### src/rtl/bch_dec_arb.sv
// bch_dec_arb: round-robin arbiter feeding one BCH decoder from two requesters and routing responses back.
// Define BCH_DEC_ARB_ERRCNT_EN to add per-requester saturating uncorrectable-error counters.
module bch_dec_arb #(
    parameter int pDataWidth  = 16,
    parameter int pCodeWidth  = 27,
    parameter int pDecLatency = 2,
    parameter int pCntWidth   = 8
) (
    input  logic                  clk,
    input  logic                  rst_x,
    input  logic                  i_enable,
    input  logic                  i_cnt_clr,
    input  logic                  i_req0_valid,
    input  logic [pCodeWidth-1:0] i_req0_code,
    output logic                  o_req0_ready,
    input  logic                  i_req1_valid,
    input  logic [pCodeWidth-1:0] i_req1_code,
    output logic                  o_req1_ready,
    output logic                  o_dec_enable,
    output logic                  o_dec_code_valid,
    output logic [pCodeWidth-1:0] o_dec_code,
    input  logic                  i_dec_data_valid,
    input  logic [pDataWidth-1:0] i_dec_data,
    input  logic                  i_dec_corrected,
    input  logic                  i_dec_detected,
    output logic [1:0]            o_rsp_valid,
    output logic [pDataWidth-1:0] o_rsp_data,
    output logic                  o_rsp_corrected,
    output logic                  o_rsp_detected,
`ifdef BCH_DEC_ARB_ERRCNT_EN
    output logic [pCntWidth-1:0]  o_err_cnt0,
    output logic [pCntWidth-1:0]  o_err_cnt1,
`endif
    output logic                  o_busy,
    output logic                  o_seq_err
);
    typedef enum logic [1:0] {IDLE, RUN, DRAIN} state_t;
    state_t                 r_state;
    logic                   r_last;
    logic                   r_seq_err;
    logic [pDecLatency-1:0] r_tag_v;
    logic [pDecLatency-1:0] r_tag_id;
    logic                   w_run;
    logic                   w_xfer;
    logic                   w_tag_v;
    logic                   w_tag_id;
    logic                   w_pend;

    // Requester 1 wins contention only when requester 0 was served last.
    assign w_run            = r_state == RUN;
    assign o_req0_ready     = w_run && i_req0_valid && (!i_req1_valid || r_last);
    assign o_req1_ready     = w_run && i_req1_valid && (!i_req0_valid || !r_last);
    assign w_xfer           = o_req0_ready || o_req1_ready;
    assign o_dec_code_valid = w_xfer;
    assign o_dec_code       = o_req1_ready ? i_req1_code : i_req0_code;
    assign o_dec_enable     = r_state != IDLE;

    assign w_tag_v         = r_tag_v[pDecLatency-1];
    assign w_tag_id        = r_tag_id[pDecLatency-1];
    assign o_rsp_valid     = (i_dec_data_valid && w_tag_v) ? (w_tag_id ? 2'b10 : 2'b01) : 2'b00;
    assign o_rsp_data      = i_dec_data;
    assign o_rsp_corrected = i_dec_corrected;
    assign o_rsp_detected  = i_dec_detected;
    assign o_seq_err       = r_seq_err;
    assign o_busy          = o_dec_enable || |r_tag_v;

    // Tags still in flight after this cycle's output entry retires.
    assign w_pend = |(r_tag_v << 1);

    always_ff @(posedge clk) begin
        if (!rst_x) begin
            r_state   <= IDLE;
            r_last    <= 1'b1;
            r_seq_err <= 1'b0;
            r_tag_v   <= '0;
            r_tag_id  <= '0;
        end else begin
            r_tag_v  <= pDecLatency'({r_tag_v, w_xfer});
            r_tag_id <= pDecLatency'({r_tag_id, o_req1_ready});
            if (w_xfer) r_last <= o_req1_ready;
            if (i_dec_data_valid != w_tag_v) r_seq_err <= 1'b1;
            case (r_state)
                IDLE:    if (i_enable) r_state <= RUN;
                RUN:     if (!i_enable) r_state <= DRAIN;
                DRAIN:   if (!w_pend) r_state <= IDLE;
                default: r_state <= IDLE;
            endcase
        end
    end

`ifdef BCH_DEC_ARB_ERRCNT_EN
    logic [pCntWidth-1:0] r_cnt0;
    logic [pCntWidth-1:0] r_cnt1;

    always_ff @(posedge clk) begin
        if (!rst_x || i_cnt_clr) begin
            r_cnt0 <= '0;
            r_cnt1 <= '0;
        end else begin
            if (o_rsp_valid[0] && i_dec_detected && !(&r_cnt0)) r_cnt0 <= r_cnt0 + 1'b1;
            if (o_rsp_valid[1] && i_dec_detected && !(&r_cnt1)) r_cnt1 <= r_cnt1 + 1'b1;
        end
    end

    assign o_err_cnt0 = r_cnt0;
    assign o_err_cnt1 = r_cnt1;
`else
    logic w_unused;
    assign w_unused = i_cnt_clr;
`endif
endmodule

### config.mk
export PLATFORM = sky130hd
export DESIGN_NAME = bch_dec_arb
export DESIGN_NICKNAME = d
export VERILOG_FILES = /design/src/rtl/bch_dec_arb.sv
export SDC_FILE = /design/constraint.sdc
export NUM_CORES = 1
export LEC_CHECK = 0
export CAP_MARGIN = 20
export CORE_ASPECT_RATIO = 1.25
export CORE_MARGIN = 2
export CORE_UTILIZATION = 23
export DETAILED_ROUTE_END_ITERATION = 7
export PLACE_DENSITY = 0.81
export SLEW_MARGIN = 20
export SYNTH_ARGS = -nofsm -noshare
export SYNTH_HDL_FRONTEND = slang
export SYNTH_SLANG_ARGS = --single-unit
### constraint.sdc
create_clock -name clk -period 2.01 [get_ports clk]
set_input_delay 0.5025 -clock clk [delete_from_list [all_inputs] [get_ports clk]]
set_output_delay 0.5025 -clock clk [all_outputs]
set_load 0.01 [all_outputs]
=== After elaboration in Yosys (flattened, before gate mapping) ===
Index checks and enable logic that the tools add are counted.

* Word-level logic and storage cells: 34
* Output and inout bits: 53
* Register bits after elaboration: 8
* Input port bits: 79

* Mux-type cells: 7
* Reduce and logical (&&, ||, !) cells: 16
* Equality and inequality tests: 6

{| class="wikitable"
|+ Operator list
! kind !! number
|-
| $mux 27 || 1
|-
| $mux 2 || 5
|-
| $ne 2x2->1 const B || 3
|-
| $pmux 2 s3 || 1
|-
| $logic_and 1x1->1 || 5
|-
| $logic_or 1x1->1 || 4
|-
| $logic_not 1->1 || 3
|-
| $reduce_and 3->1 || 1
|-
| $eq 2x1->1 const B || 1
|-
| $eq 2x2->1 const B || 1
|-
| $logic_not 2->1 || 1
|-
| $reduce_bool 2->1 || 1
|-
| $reduce_or 2->1 || 1
|-
| $ne 1x1->1 || 1
|}

=== Depth between registers and ports, before layout ===
Gate-level depths: netlist of the first run.

* Word-level depth: 4
* Depth in mapped cells: 6
* Depth with buffers taken out: 4

=== Worst setup path before layout of the first run ===
OpenSTA, ideal clock, no wires.

* Path kind: input to output
* From: in i_req1_valid
* To: out o_dec_code[10]
* Arrival: 1.330 ns
* Path buffers: 2
* Cell stages on the path: 5
* Data required time: 1.507 ns
* Slack: 0.178 ns
* Cell sequence: nand3b_1 > a21o_1 > buf_6 > buf_12 > mux2_4

* Cells in the longest elaborated chain, start to end: 3

{| class="wikitable"
|+ Ends and longest elaborated chain
! element !! RTL line !! source
|-
| start, declared || 16 || <nowiki>input logic i_req1_valid,</nowiki>
|-
| $logic_and 1x1->1 (2 in a row) || 52 || <nowiki>assign o_req1_ready = w_run && i_req1_valid && (!i_req0_valid || !r_last);</nowiki>
|-
| $mux 27 || 55 || <nowiki>assign o_dec_code = o_req1_ready ? i_req1_code : i_req0_code;</nowiki>
|-
| end, declared || 21 || <nowiki>output logic [pCodeWidth-1:0] o_dec_code,</nowiki>
|}

No other way between the ends.

=== Final worst setup path of the first run ===
* From: reg r_state[1]
* To: out o_dec_code[23]

* Cells in the longest elaborated chain, start to end: 4

{| class="wikitable"
|+ Ends and longest elaborated chain
! element !! RTL line !! source
|-
| start, declared || 38 || <nowiki>state_t r_state;</nowiki>
|-
| start signal, assigned || 72 || <nowiki>r_state <= IDLE;</nowiki>
|-
| start signal, assigned || 83 || <nowiki>IDLE: if (i_enable) r_state <= RUN;</nowiki>
|-
| start signal, assigned || 84 || <nowiki>RUN: if (!i_enable) r_state <= DRAIN;</nowiki>
|-
| $eq 2x1->1 || 50 || <nowiki>assign w_run = r_state == RUN;</nowiki>
|-
| $logic_and 1x1->1 (2 in a row) || 52 ||
|-
| $mux 27 || 55 ||
|}

No other way between the ends.

==> results.py, run 1 <==
metrics = {
    "sta": {
        "post-route-period-util_pct": 106.9,
        "rsz0062_at_grt": "true",
        "setup_violations": 27,
        "hold_viol_final": 0,
        "worstMarginPinSlew_ns": 0.2407,
        "fmax_ghz": 0.4655,
        "setup_slack_ns": -0.1384,
        "drv_slew": 0,
        "skew_ns": 0.0002820,
        "fin_tns_setup_ns": -1.667,
        "period_needed_ns": 2.148,
        "relSlewSlack_pct": 83.90,
    },
    "pwr": {
        "p_clk_share_pct": 26.7,
        "pwr-share-comb_pct": 49.0,
        "total_power_uw": 695.4,
        "p_per_area_mw_per_mm2": 369.8,
        "ir_worst_vdd_uv": 189.9,
        "leakage_uw": 0.0009041,
        "power_frac_seq_pct": 24.3,
        "switching_power_uw": 155.5,
        "intPower_uw": 539.8,
        "p_sw_share_pct": 22.36,
    },
    "run_status": {
        "violations": "setup timing",
        "status": "complete, but fails checks",
    },
    "setup_path": {
        "ff2ff_path_depth": 5,
        "path_class": "reg -> out",
        "r2r-start": "r_state[1]$_SDFFE_PN0P_",
        "r2r_slack_ns": 0.90,
        "crit_top_cell": "buf_6",
        "cp_slowest_stage_delay_ns": 0.31,
        "crit_buf_inv": 3,
        "path_delay_family": "buffers and inverters",
        "crit_arrival_ns": 1.65,
        "worst_setup_path_end_kind": "output pin",
        "cp_slowest_cell": "dfxtp_2",
        "r2r_end": "r_tag_id[0]$_SDFF_PN0_",
        "cp_max_fo": 6,
        "path_cells": "nand3b_1 -> a21o_4 -> buf_6 -> buf_12 -> mux2_4 -> buf_6",
        "cp.required_ns": 1.51,
        "start_kind": "register",
    },
    "yosys": {
        "syn_area_um2": 875.8,
        "synth_flop_cell": "dfxtp_1",
        "synth.net_count": 162,
        "synth_edf_count": 0,
        "yosysSeqAreaShare_pct": 18.29,
        "synth_cells": 82,
        "synth_seq_cells": 8,
        "yosys_warnings": 0,
        "synthArstFlopShare_pct": 0,
        "synth.distinct_cells": 21,
        "synth.avg_cell_area_um2": 10.68,
    },
    "detailed_routing": {
        "routed_via_density": 4.478,
        "antenna_left": 0,
        "drc": 0,
        "post_drt_wl_per_cell_um": 12.88,
        "dr.pass1.iters": 4,
        "via_count": 927,
        "drtIter0Drc": 5,
        "totalWireLength_um": 2666,
    },
    "floorplanning": {
        "initial_core_util_pct": 23.53,
        "die-width_um": 59.20,
        "num_rows": 25,
        "die_h_um": 73.00,
        "ios": 132,
        "core_mm2": 0.003722,
        "die_area_mm2": 0.004321,
    },
    "global_route": {
        "grt_antenna_before_repair": 0,
        "grt_overflow_total": 0,
        "grt_max_degree": 12,
        "grtUsageTotal_pct": 12.02,
        "grt_pass1_wl_um": 4029,
        "first_global_vias": 933,
    },
    "clock_tree": {
        "cts_made_buffers": 3,
        "htreeDepth": 1,
        "numClockSinks": 8,
        "cts-root-buf": "clkbuf_8",
        "cts_hold_buffers": 0,
        "clockBufferDepth": 2,
        "clk_pin_slew_ns": 0.04,
        "insertion_delay_ns": 0.22,
        "cts_tree": "done",
    },
    "finish": {
        "syn2layout_area_growth_pct": 114.7,
        "antennaDiodeCount": 0,
        "finalNetCount": 249,
        "utilization_pct": 50.52,
        "drive_gt1_share_pct": 44.31,
        "num-fill-cells": 351,
    },
    "run": {
        "cap_violations": 0,
    },
    "min_path": {
        "min_path_cells": 1,
        "holdPathEnd": "r_tag_id[1]$_SDFF_PN0_",
        "hp-class": "reg -> reg",
        "hp-start": "r_tag_id[0]$_SDFF_PN0_",
    },
    "placed_design": {
        "io_buffers": 94,
        "post-place-ws_ns": -0.7983,
        "gp_congestion": 0.7675,
        "dp_hpwl_um": 2116,
    },
}
==> final cells by class <==
class / count / area [um2] / share of cell area, %
Tap cell: 40 / 50.05 / 2.661
Clock buffer: 3 / 41.29 / 2.196
Timing Repair Buffer: 103 / 1087 / 57.82
Multi-Input combinational cell: 51 / 533.0 / 28.34
Sequential cell: 8 / 161.4 / 8.583
Inverter: 2 / 7.507 / 0.3992
==> cell families after synthesis <==
group,Yosys count,share of synthesized area (%)
AO/OA/AOI/OAI,5,3.858
adder cells (fa/ha/maj),1,1.428
buffers and inverters,23,22.14
flip-flops,8,18.29
multiplexers,27,42.86
AND/OR/NAND/NOR,18,11.43
==> per-layer routing <==
layer	global-route usage [%]	wire [um]	up-vias	part of all wire, %
met5	0	0	-	0
met4	4.293	34	0	1.3
met3	4.433	293	6	11
met2	20.63	1461	62	55
met1	13.33	875	424	33
li1	-	-	435	-
==> worst max path at each step <==
stage,endpoint,slack (ns),depth (start not counted),start
4_1_cts,o_dec_code[23],-0.15,6,r_state[1]$_SDFFE_PN0P_
3_3_place_gp,o_dec_code[23],-0.78,6,i_req1_valid
3_5_place_dp,o_dec_code[23],-0.80,6,i_req1_valid
5_1_grt,o_dec_code[23],-0.17,6,r_state[1]$_SDFFE_PN0P_
2_1_floorplan,o_dec_code[10],0.18,5,i_req1_valid
6_report,o_dec_code[23],-0.14,6,r_state[1]$_SDFFE_PN0P_
==> layout by cell type (no fill, tap or decap), types with 2 or more instances in the layout <==
cell type / Yosys / layout
nand3b_1: 2 / 2
buf_6: 1 / 30
clkdlybuf4s50_1: 0 / 59
mux2_4: 19 / 20
clkbuf_2: 0 / 2
dfxtp_1: 8 / 7
and2_1: 6 / 6
inv_1: 2 / 2
buf_4: 18 / 4
nand2_1: 3 / 3
clkbuf_8: 0 / 3
nor2_1: 3 / 3
buf_16: 0 / 2
dlygate4sd2_1: 0 / 2
mux2_2: 8 / 7
==> cells in the mapped netlist, drive strengths merged (2+ instances only) <==
| library cell | n | area, um2 |
|---|---|---|
| mux2 | 27 | 375.4 |
| nand3b | 2 | 15.01 |
| nand2 | 3 | 11.26 |
| dfxtp | 8 | 160.2 |
| and2 | 6 | 37.54 |
| nor2 | 3 | 11.26 |
| buf | 21 | 186.4 |
| inv | 2 | 7.510 |
==> stage by stage <==
stage,cells,hold WS [ns],instance area (um2)
2_1_floorplan,82,0.4118,875.8
3_3_place_gp,201,0.4144,1738
3_5_place_dp,201,0.4307,1738
4_1_cts,207,0.4405,1896
6_report,207,0.4350,1881
5_1_grt,207,0.4542,1881
==> state kept, by name, summed over array words and instances (netlist names) <==
signal     cells
r_tag_id       2
r_tag_v        2
o_seq_err      1
r_last         1
r_state        2
==> power by group through the flow <==
| stage | Combinational, uW | Sequential (uW) | Clock, uW |
|---|---|---|---|
| 6_report | 341 | 169 | 186 |
| 5_1_grt | 363 | 170 | 200 |
| 4_1_cts | 345 | 169 | 194 |
| 3_5_place_dp | 321 | 171 | 0 |
| 3_3_place_gp | 318 | 171 | 0 |
| 2_1_floorplan | 144 | 173 | 0 |
==> what timing repair did <==
| action | CTS | global route |
|---|---|---|
| cloned | 2 | 0 |
| setup buffers | 1 | 0 |
| gates resized for setup | 160 | 4 |
| setup endpoints to repair | 33 | 31 |
| pin swaps | 2 | 0 |
Note: power is estimated with default switching activity, not from simulation.
==> inputs of run 2 (changes only) <==
Settings changed: CORE_ASPECT_RATIO 1.25 to unset.
==> run 2 against run 1 <==
The flow still finishes with violations (setup timing); sequential power is essentially flat; power shrank 1.2%; via count shrank 2.4%; die area is essentially flat; sequential share of layout area grew 0.20 points; clock skew grew 0.00068 ns; cell area shrank 2.3%; final cell count grew 5.3%; largest cell class unchanged; largest power group unchanged; highest routed layer unchanged.
==> results.py, run 2 (synthesis gave the netlist of run 1 again) <==
metrics = {
    "run_status": {
        "status": "complete, but fails checks",
        "violations": "setup timing",
    },
    "setup_path": {
        "r2r_slack_ns": 0.84,
        "ff2ff_path_depth": 6,
        "crit_top_cell": "buf_6",
        "cp_slowest_cell": "dfxtp_2",
        "r2r-start": "r_state[1]$_SDFFE_PN0P_",
        "path_class": "reg -> out",
        "cp.required_ns": 1.51,
        "crit_arrival_ns": 1.58,
        "cp_slowest_stage_delay_ns": 0.31,
        "start_kind": "register",
        "path_cells": "nand3b_1 -> a21o_1 -> buf_6 -> buf_12 -> mux2_4 -> buf_6",
        "worst_setup_path_end_kind": "output pin",
        "r2r_end": "r_tag_id[0]$_SDFF_PN0_",
        "cp_max_fo": 6,
    },
    "sta": {
        "rsz0062_at_grt": "true",
        "skew_ns": 0.0009571,
        "hold_viol_final": 0,
        "drv_slew": 0,
        "fmax_ghz": 0.4792,
        "whs_ns": 0.4276,
        "setup_slack_ns": -0.07686,
        "period_needed_ns": 2.087,
        "setup_violations": 19,
        "worstMarginPinSlew_ns": 0.2297,
        "relSlewSlack_pct": 84.64,
        "post-route-period-util_pct": 103.8,
    },
    "finish": {
        "fin_cells": 218,
        "syn2layout_area_growth_pct": 109.9,
        "final_cell_mix": "clkdlybuf4s50_1 (59), buf_6 (21), mux2_4 (20)",
        "top_regs": "r_state: 2 flops, r_tag_id: 2 flops, r_tag_v: 2 flops",
        "num-fill-cells": 344,
        "final_common_cell": "clkdlybuf4s50_1",
        "finalNetCount": 252,
        "antennaDiodeCount": 0,
        "drive_gt1_share_pct": 44.71,
    },
    "placed_design": {
        "dp_hpwl_um": 2128,
        "io_buffers": 94,
        "gp_congestion": 0.7225,
        "place_inst": 213,
    },
    "min_path": {
        "holdPathEnd": "r_tag_id[1]$_SDFF_PN0_",
        "min_path_cells": 1,
        "hp-start": "r_tag_id[0]$_SDFF_PN0_",
        "hp-class": "reg -> reg",
    },
    "global_route": {
        "grt_antenna_before_repair": 0,
        "grtUsageTotal_pct": 11.94,
        "grt_overflow_total": 0,
        "first_global_vias": 923,
        "grt_pass1_wl_um": 3933,
        "grt_max_degree": 9,
    },
    "detailed_routing": {
        "wl_met1_um": 830,
        "totalWireLength_um": 2504,
        "dr.pass1.iters": 4,
        "dr_wl_met2_um": 1344,
        "antenna_left": 0,
        "highest_layer": "met4",
        "drtIter0Drc": 13,
        "via_count": 905,
        "drc": 0,
        "wl_met3_um": 267,
        "post_drt_wl_per_cell_um": 11.49,
        "routed_via_density": 4.151,
    },
    "clock_tree": {
        "cts_tree": "done",
        "cts_made_buffers": 3,
        "cts-root-buf": "clkbuf_8",
        "clk_pin_slew_ns": 0.04,
        "insertion_delay_ns": 0.23,
        "clockBufferDepth": 2,
        "cts_hold_buffers": 0,
        "htreeDepth": 1,
        "numClockSinks": 8,
    },
    "pwr": {
        "leakage_uw": 0.0008944,
        "p_per_area_mw_per_mm2": 373.7,
        "ir_worst_vdd_uv": 204.5,
    },
    "floorplanning": {
        "die-width_um": 65.71,
        "die_h_um": 65.71,
        "core_mm2": 0.003661,
        "num_rows": 22,
        "die_area_mm2": 0.004318,
        "ios": 132,
        "initial_core_util_pct": 23.92,
    },
    "run": {
        "cap_violations": 0,
    },
}
## run 2: cell type report
| class | instances | area [um2] | share of cell area (%) |
|---|---|---|---|
| sequential | 8 | 161.4 | 8.782 |
| clock buffer | 3 | 41.29 | 2.246 |
| multi-input combinational | 51 | 525.5 | 28.59 |
| tap | 48 | 60.06 | 3.268 |
| inverter | 2 | 7.507 | 0.4084 |
| timing repair buffer | 106 | 1042 | 56.71 |
## run 2: critical path: cells and delay by family, from the launching register on
family,cells,cell delay [ns]
buffers and inverters,3,0.39
AOI/OAI and AO/OA,1,0.19
muxes,1,0.30
DFF,1,0.31
and+or+nand+nor,1,0.16
## run 2: how the worst max path moves through the flow
stage | startpoint | end | slack [ns] | cells after the start
floorplan | i_req1_valid | o_dec_code[10] | 0.18 | 5
global placement | i_req1_valid | o_dec_code[24] | -0.74 | 6
detailed placement | i_req1_valid | o_dec_code[17] | -0.77 | 6
CTS | r_state[1]$_SDFFE_PN0P_ | o_dec_code[19] | -0.1 | 6
global route | r_state[1]$_SDFFE_PN0P_ | o_dec_code[14] | -0.16 | 6
finish | r_state[1]$_SDFFE_PN0P_ | o_dec_code[14] | -0.08 | 6
## run 2: metrics by stage
| step | cell area [um2] | setup slack (ns) | utilization (%) | setup TNS [ns] | power (uW) |
|---|---|---|---|---|---|
| after floorplan | 875.8 | 0.1777 | - | 0 | 316.7 |
| after global placement | 1778 | -0.7426 | 48.56 | -21.11 | 492.6 |
| after detailed placement | 1778 | -0.7659 | 48.56 | -21.59 | 497.2 |
| after CTS | 1847 | -0.09713 | 50.44 | -1.694 | 696.4 |
| after global routing | 1838 | -0.1567 | 50.21 | -3.351 | 729.1 |
| final | 1838 | -0.07686 | 50.21 | -1.379 | 686.9 |
## run 2: layer usage
layer	global-route usage, %	vias to the layer above
met5	0	-
met4	7.552	0
met3	3.767	6
met2	21.09	59
met1	12.01	403
li1	-	437
## run 2: power by group
part	total [uW]	leakage, uW	internal, uW	switching, uW
sequential	169	0.0000660	166	3.08
clock	192	0.0000216	130	62.6
combinational	326	0.000807	234	92.0
## run 2: what timing repair did
item | 4_1_cts | 5_1_grt
gates resized for setup | 150 | 8
setup endpoints to repair | 33 | 31
pin swaps | 2 | 0
cloned | 1 | 0
buffers inserted | 1 | 1
==> inputs of run 3 (changes only) <==
Settings changed: CAP_MARGIN 20 to 5.
==> results of run 3 <==
The final DEF is identical to that of run 2; final timing and power are the same.
